==> src/rtl/regsel_burst.sv <==
// Registered active-low one-hot OE/load strobe decoder for the register bus.
// Define REGSEL_BURST_EN to add the multi-register burst sequencer.
module regsel_burst #(
    parameter int REG_COUNT = 8,
    parameter int SEL_WIDTH = $clog2(REG_COUNT)
) (
    input  logic                 clock,
    input  logic                 reset,
    input  logic                 oe,
    input  logic                 load,
    input  logic [1:0]           oeSourceSel,
    input  logic                 loadSourceSel,
    input  logic [SEL_WIDTH-1:0] useqRegSelOE,
    input  logic [SEL_WIDTH-1:0] useqRegSelLoad,
    input  logic [SEL_WIDTH-1:0] op0,
    input  logic [SEL_WIDTH-1:0] op1,
    input  logic [SEL_WIDTH-1:0] op2,
    input  logic                 burstStart,
    input  logic [SEL_WIDTH:0]   burstCount,
    output logic                 burstBusy,
    output logic                 burstDone,
    output logic [REG_COUNT-1:0] regNotOEs,
    output logic [REG_COUNT-1:0] regNotLoads
);
    logic [SEL_WIDTH-1:0] oe_idx;
    logic [SEL_WIDTH-1:0] load_idx;
    logic [REG_COUNT-1:0] oe_n_reg, oe_n_next;
    logic [REG_COUNT-1:0] ld_n_reg, ld_n_next;

    // Indices with no matching register decode to all ones.
    function automatic logic [REG_COUNT-1:0] strobe_n(input logic en, input logic [SEL_WIDTH-1:0] idx);
        logic [REG_COUNT-1:0] v;
        v = '1;
        for (int k = 0; k < REG_COUNT; k++) begin
            if (en && idx == SEL_WIDTH'(k)) v[k] = 1'b0;
        end
        return v;
    endfunction

    always_comb begin
        case (oeSourceSel)
            2'd0:    oe_idx = useqRegSelOE;
            2'd1:    oe_idx = op0;
            2'd2:    oe_idx = op1;
            default: oe_idx = op2;
        endcase
        load_idx = loadSourceSel ? op0 : useqRegSelLoad;
    end

    always_ff @(posedge clock or posedge reset) begin
        if (reset) begin
            oe_n_reg <= '1;
            ld_n_reg <= '1;
        end else begin
            oe_n_reg <= oe_n_next;
            ld_n_reg <= ld_n_next;
        end
    end

    assign regNotOEs   = oe_n_reg;
    assign regNotLoads = ld_n_reg;

`ifdef REGSEL_BURST_EN
    localparam logic [SEL_WIDTH:0]   CNT_MAX  = (SEL_WIDTH+1)'(REG_COUNT);
    localparam logic [SEL_WIDTH-1:0] LAST_IDX = SEL_WIDTH'(REG_COUNT - 1);
    localparam logic [SEL_WIDTH-1:0] RC_LOW   = SEL_WIDTH'(REG_COUNT);

    typedef enum logic [1:0] {IDLE, RUN, DONE} state_t;

    state_t               state_reg, state_next;
    logic [SEL_WIDTH-1:0] src_reg, src_next;
    logic [SEL_WIDTH-1:0] dst_reg, dst_next;
    logic [SEL_WIDTH:0]   remain_reg, remain_next;
    logic                 m_oe_reg, m_oe_next;
    logic                 m_ld_reg, m_ld_next;
    logic [SEL_WIDTH:0]   cnt_clamped;
    logic [SEL_WIDTH-1:0] src_start, dst_start;

    // Out-of-range start indices fold back into range so the walk is modulo REG_COUNT.
    function automatic logic [SEL_WIDTH-1:0] wrap_idx(input logic [SEL_WIDTH-1:0] idx);
        return ({1'b0, idx} >= CNT_MAX) ? idx - RC_LOW : idx;
    endfunction

    function automatic logic [SEL_WIDTH-1:0] next_idx(input logic [SEL_WIDTH-1:0] idx);
        return (idx == LAST_IDX) ? '0 : idx + 1'b1;
    endfunction

    always_comb begin
        cnt_clamped = (burstCount > CNT_MAX) ? CNT_MAX : burstCount;
        src_start   = wrap_idx(oe_idx);
        dst_start   = wrap_idx(load_idx);
        state_next  = state_reg;
        src_next    = src_reg;
        dst_next    = dst_reg;
        remain_next = remain_reg;
        m_oe_next   = m_oe_reg;
        m_ld_next   = m_ld_reg;
        oe_n_next   = '1;
        ld_n_next   = '1;
        case (state_reg)
            RUN: begin
                if (remain_reg == '0) begin
                    state_next = DONE;
                end else begin
                    oe_n_next   = strobe_n(m_oe_reg, src_reg);
                    ld_n_next   = strobe_n(m_ld_reg, dst_reg);
                    src_next    = next_idx(src_reg);
                    dst_next    = next_idx(dst_reg);
                    remain_next = remain_reg - 1'b1;
                end
            end
            default: begin
                // DONE is followed by an ordinary IDLE edge.
                if (burstStart) begin
                    m_oe_next = oe;
                    m_ld_next = load;
                    if (cnt_clamped == '0) begin
                        state_next  = DONE;
                        remain_next = '0;
                    end else begin
                        state_next  = RUN;
                        oe_n_next   = strobe_n(oe, src_start);
                        ld_n_next   = strobe_n(load, dst_start);
                        src_next    = next_idx(src_start);
                        dst_next    = next_idx(dst_start);
                        remain_next = cnt_clamped - 1'b1;
                    end
                end else begin
                    state_next = IDLE;
                    oe_n_next  = strobe_n(oe, oe_idx);
                    ld_n_next  = strobe_n(load, load_idx);
                end
            end
        endcase
    end

    always_ff @(posedge clock or posedge reset) begin
        if (reset) begin
            state_reg  <= IDLE;
            src_reg    <= '0;
            dst_reg    <= '0;
            remain_reg <= '0;
            m_oe_reg   <= 1'b0;
            m_ld_reg   <= 1'b0;
        end else begin
            state_reg  <= state_next;
            src_reg    <= src_next;
            dst_reg    <= dst_next;
            remain_reg <= remain_next;
            m_oe_reg   <= m_oe_next;
            m_ld_reg   <= m_ld_next;
        end
    end

    assign burstBusy = (state_reg == RUN);
    assign burstDone = (state_reg == DONE);
`else
    logic unused_burst;
    assign unused_burst = burstStart ^ (^burstCount);

    always_comb begin
        oe_n_next = strobe_n(oe, oe_idx);
        ld_n_next = strobe_n(load, load_idx);
    end

    assign burstBusy = 1'b0;
    assign burstDone = 1'b0;
`endif
endmodule

==> config.mk <==
export PLATFORM = sky130hd
export DESIGN_NAME = regsel_burst
export DESIGN_NICKNAME = d
export VERILOG_FILES = /design/src/rtl/regsel_burst.sv
export SDC_FILE = /design/constraint.sdc
export NUM_CORES = 1
export LEC_CHECK = 0
export ABC_CLOCK_PERIOD_IN_PS = 800
export CAP_MARGIN = 0
export CORE_MARGIN = 2
export CORE_UTILIZATION = 30
export DETAILED_ROUTE_END_ITERATION = 8
export PLACE_DENSITY = 0.65
export SLEW_MARGIN = 20
export SYNTH_ARGS = -nofsm -noshare
export SYNTH_HDL_FRONTEND = slang
export SYNTH_SLANG_ARGS = --single-unit
==> constraint.sdc <==
create_clock -name clock -period 0.8 [get_ports clock]
set_input_delay 0.24 -clock clock [delete_from_list [all_inputs] [get_ports clock]]
set_output_delay 0.24 -clock clock [all_outputs]
set_load 0.005 [all_outputs]
Yosys cells after proc, flatten, opt, wreduce, memory -nomap -nowiden
Cells that the tools add are included.
- flip-flop bits (word level): 16
- bits of input ports: 27
- output and inout bits: 18
- logic and storage cells: 55
- equality and inequality tests: 16
- mux-type cells: 18
- reduce and logical (&&, ||, !) cells: 19
- operators by type and width (operator ; number):
    3-bit equality test, second input constant ; 8
    1-bit logical AND ; 16
    1-bit 2-to-1 mux ; 16
    3-bit by 2-bit equality test with 1-bit output, second input constant ; 4
    3-bit one-hot mux with 3 select lines ; 1
    3-bit by 1-bit equality test with 1-bit output, second input constant ; 2
    3-bit zero test ; 2
    3-bit 2-to-1 mux ; 1
    2-bit by 1-bit equality test with 1-bit output, second input constant ; 1
    2-bit equality test, second input constant ; 1
    2-bit zero test ; 1

Depth between registers and ports, before layout
- word-level depth: 5
- mapped depth: 3

Least setup slack after synthesis
No wires, ideal clock.
- path type: input port to flip-flop
- from: input port oeSourceSel[1]
- to: register oe_n_reg[0] (netlist: regNotOEs[0])
- setup time: 95 ps
- data arrival time: 1293 ps
- required time: 705 ps
- setup slack: -588 ps
- cell stages on the path: 2
- path buffers: 0
- cell sequence: mux4_2 -> or4b_1
- word-level cells in the longest chain between the ends: 5
- elaborated cells between the ends (all ways): 7
- classes of those cells: eq/ne (2); mux (2); reduce/logical (3)
- ends and longest elaborated chain (what ; RTL line ; text):
    from (decl) ; 11 ; input logic [1:0] oeSourceSel,
    2-bit equality test, or another cell as far along ; 41 ; case (oeSourceSel)
    3-bit one-hot mux with 3 select lines * ; 41 ;
    3-bit zero test * ; 35 ; if (en && idx == SEL_WIDTH'(k)) v[k] = 1'b0;
    1-bit logical AND * ; 35 ;
    1-bit 2-to-1 mux * ; 35 ;
    net oe_n_next[0] ; 27 ; logic [REG_COUNT-1:0] oe_n_reg, oe_n_next;
    to (signal assigned) ; 55 ; oe_n_reg <= oe_n_next;
    to (decl) ; 27 ;
The timed path passes the listed nets; every way through them passes the cells marked *.

Final worst setup path
Same ends and word-level chain as after synthesis.

==> implementation parameters <==
Parameter                              Value

Run status
  Status ... finished, violations left
  Failing checks ... setup timing

Power and ir drop
  Power per Cell Area ... 1370 nW/um2
  Reported leakage power ... 0.509 nW
  Maximum VDD drop ... 0.000693 V

Hold path
  Worst-case hold path end point ... regNotLoads[0]
  Class of the worst hold path ... input pin to register
  Start point of the worst hold path ... op0[2]
  Worst hold path depth ... 4

Cells and area
  Total number of nets in the final design ... 130
  Filler instances ... 206
  Area used by sequential logic in the layout ... 420 um2
  Utilization after layout ... 53.4%
  Proportion of layout cells with a drive suffix above 1 ... 71.3%
  Non-filler instance count after layout ... 129
  Area occupied by multi-input gates ... 335 um2
  Post-layout instance area ... 1210 um2
  Number of diodes added for antenna fixing ... 0
  Area overhead of the layout relative to synthesis ... 65.1%

Worst setup path
  Required time of the worst setup path ... 1000 ps
  Worst path arrival time ... 1350 ps
  Worst-path maximum fanout ... 3
  Critical Path Sink Type ... register
  Setup Crit Path Kind ... input pin to register
  Launching element type of the critical path ... input pin

STA
  Hold Violations, Final ... 0
  Final setup violating endpoints ... 24
  Crit path time final ... 1160 ps
  Count of pins over their slew limit ... 0
  Crit share post-route ... 144%
  Worst-case setup margin in the final layout ... -355 ps
  Unrepaired setup endpoints after global routing ... true
  Final TNS setup ... -6560 ps
  Peak clock frequency supported by timing ... 866 MHz

Floorplan
  Vert. Die Dim ... 53.5 um
  DIE WIDTH ... 53.5 um
  Total Die Area ... 2860 um2
  Std-Cell Core Area ... 2280 um2
  Top Ports ... 45
  Initial standard-cell utilization of the core ... 32.3%
  Number of placement rows ... 17

Route
  Number of DRC violations after detailed-routing iteration 0 ... 6
  Vias after detailed routing ... 632
  Number of nets with antenna violations after detailed routing ... 0
  DR pass1 iterations ... 4
  Total length of routed wires ... 1760 um
  Vias/cell ... 4.90
  DR DRC count ... 0
  Average detailed-routed wire length per instance ... 13.7 um

Yosys
  Cell area after technology mapping ... 736 um2
  Post-synth EDFFs ... 0
  Leading register cell type out of synthesis ... dfstp_2
  Leading area contributor after synthesis ... dfstp_2
  Post-synth top area share ... 57.1%
  Top post-synthesis cells by area ... dfstp_2 57%, mux4_2 9.2%, o211ai_1 8.2%
  Number of flip-flops and latches in the synthesized netlist ... 16
  Part of the Yosys area used for sequential elements ... 57.1%
  Most numerous cell types in the synthesized netlist ... 16 x dfstp_2, 8 x o211ai_1
  Number of warnings reported in the yosys synthesis log ... 0
  Post-synth cell types ... 18
  Proportion of synthesized flip-flops having asynchronous set or reset ... 100%
  Most frequent cell after synthesis ... dfstp_2
  Instance count of the mapped netlist ... 51
  Synthesized area per cell ... 14.4 um2

GRT
  Global-route total usage across every layer ... 12.9%
  Number of antenna violations at the first check in global routing ... 0
  Aggregate global routing overflow ... 0
  First-pass GRT wire length ... 2620 um
  Largest net degree at the start of global routing ... 17
  Via count of the first global-routing pass ... 627

Place
  HPWL after DPL ... 1370 um
  Cell Count Post-Placement ... 125
  Final weighted congestion of routability-driven global placement ... 0.729
  Post-placement cell area ... 1250 um2
  Count of port buffers added during placement ... 37
  Worst-case setup slack after placement ... -1140 ps

Clocking
  Number of buffers inserted during clock tree synthesis ... 3
  TritonCTS clock tree ... yes
  Hold Buf Count CTS ... 0
  Root Driver ... clkbuf_4
  Clock slew seen by the registers of the worst setup and hold paths ... 90 ps
  Clock Tree Buf Depth ... 2
  CTS HTree Levels ... 1
  Count of clock tree sinks ... 16

Flow run
  Number of max-cap violations ... 0
worst max-delay path by stage:
stage          slack (ps)      startpoint        endpoint
6_report             -360  oeSourceSel[1]    regNotOEs[0]
5_1_grt              -380  oeSourceSel[1]    regNotOEs[0]
4_1_cts              -350  regNotLoads[4]  regNotLoads[4]
3_5_place_dp        -1140  oeSourceSel[1]    regNotOEs[0]
3_3_place_gp        -1110  oeSourceSel[1]    regNotOEs[0]
2_1_floorplan        -590  oeSourceSel[1]    regNotOEs[0]
critical path, stage by stage:
cell,delay [ps]
buf_8,80
mux4_2,510
or4b_1,530
power breakdown:
part / leakage [nW] / switching, mW / internal, mW
logic: 0.327 / 0.162 / 0.239
registers: 0.168 / 0.00896 / 0.864
clock network: 0.0138 / 0.220 / 0.174
total: 0.509 / 0.391 / 1.28
stage by stage:
step | hold WS (ps) | total power [mW]
global placement | 736 | 1.29
global route | 381 | 1.75
floorplan | 330 | 1.05
detailed placement | 745 | 1.31
CTS | 383 | 1.65
finish | 375 | 1.67
kinds of logic after synthesis:
group,after synthesis,synth area share (%)
AO/OA/AOI/OAI,8,8.16
buffers and inverters,5,3.57
flip-flops,16,57.1
multiplexers,5,12.1
other,1,0.510
AND/OR/NAND/NOR,16,18.5
layer usage:
layer  routed length [um]  vias to the layer above  track usage [%]
met1                  619                      306             13.3
met3                  103                        0             1.69
met2                 1040                       27             25.5
met5                    0                        -                0
met4                    0                        0             5.13
li1                     -                      299                -
placed cells by master, fill, tap and decap left out, types with 2 or more instances in the layout:
cell | synthesis | layout
buf_2 | 0 | 22
buf_4 | 2 | 7
mux4_2 | 3 | 3
buf_8 | 0 | 2
dfstp_2 | 16 | 16
nand4b_1 | 3 | 3
conb_1 | 1 | 2
clkbuf_4 | 0 | 3
dlygate4sd2_1 | 0 | 3
nand4bb_1 | 3 | 3
clkdlybuf4s50_1 | 0 | 2
o211ai_1 | 8 | 8
and3b_1 | 3 | 3
buf_6 | 0 | 11
nor3b_2 | 0 | 2
flip-flops by register name, indices dropped and copies added (netlist names):
name	flops
regNotLoads	8
regNotOEs	8
cell type report:
type                            instances  share of cell area, %
Multi-Input combinational cell         31                   27.6
Sequential cell                        16                   34.6
Timing Repair Buffer                   50                   32.7
Clock buffer                            3                   1.85
Tap cell                               28                   2.88
Inverter                                1                  0.309
repair_timing:
action | 4_1_cts | 5_1_grt
pin swaps | 2 | 4
buffers inserted | 1 | 1
gates resized for setup | 124 | 17
endpoints found under the setup margin | 32 | 29
gates cloned | 1 | 0
Note: power is estimated with default switching activity, not from simulation.
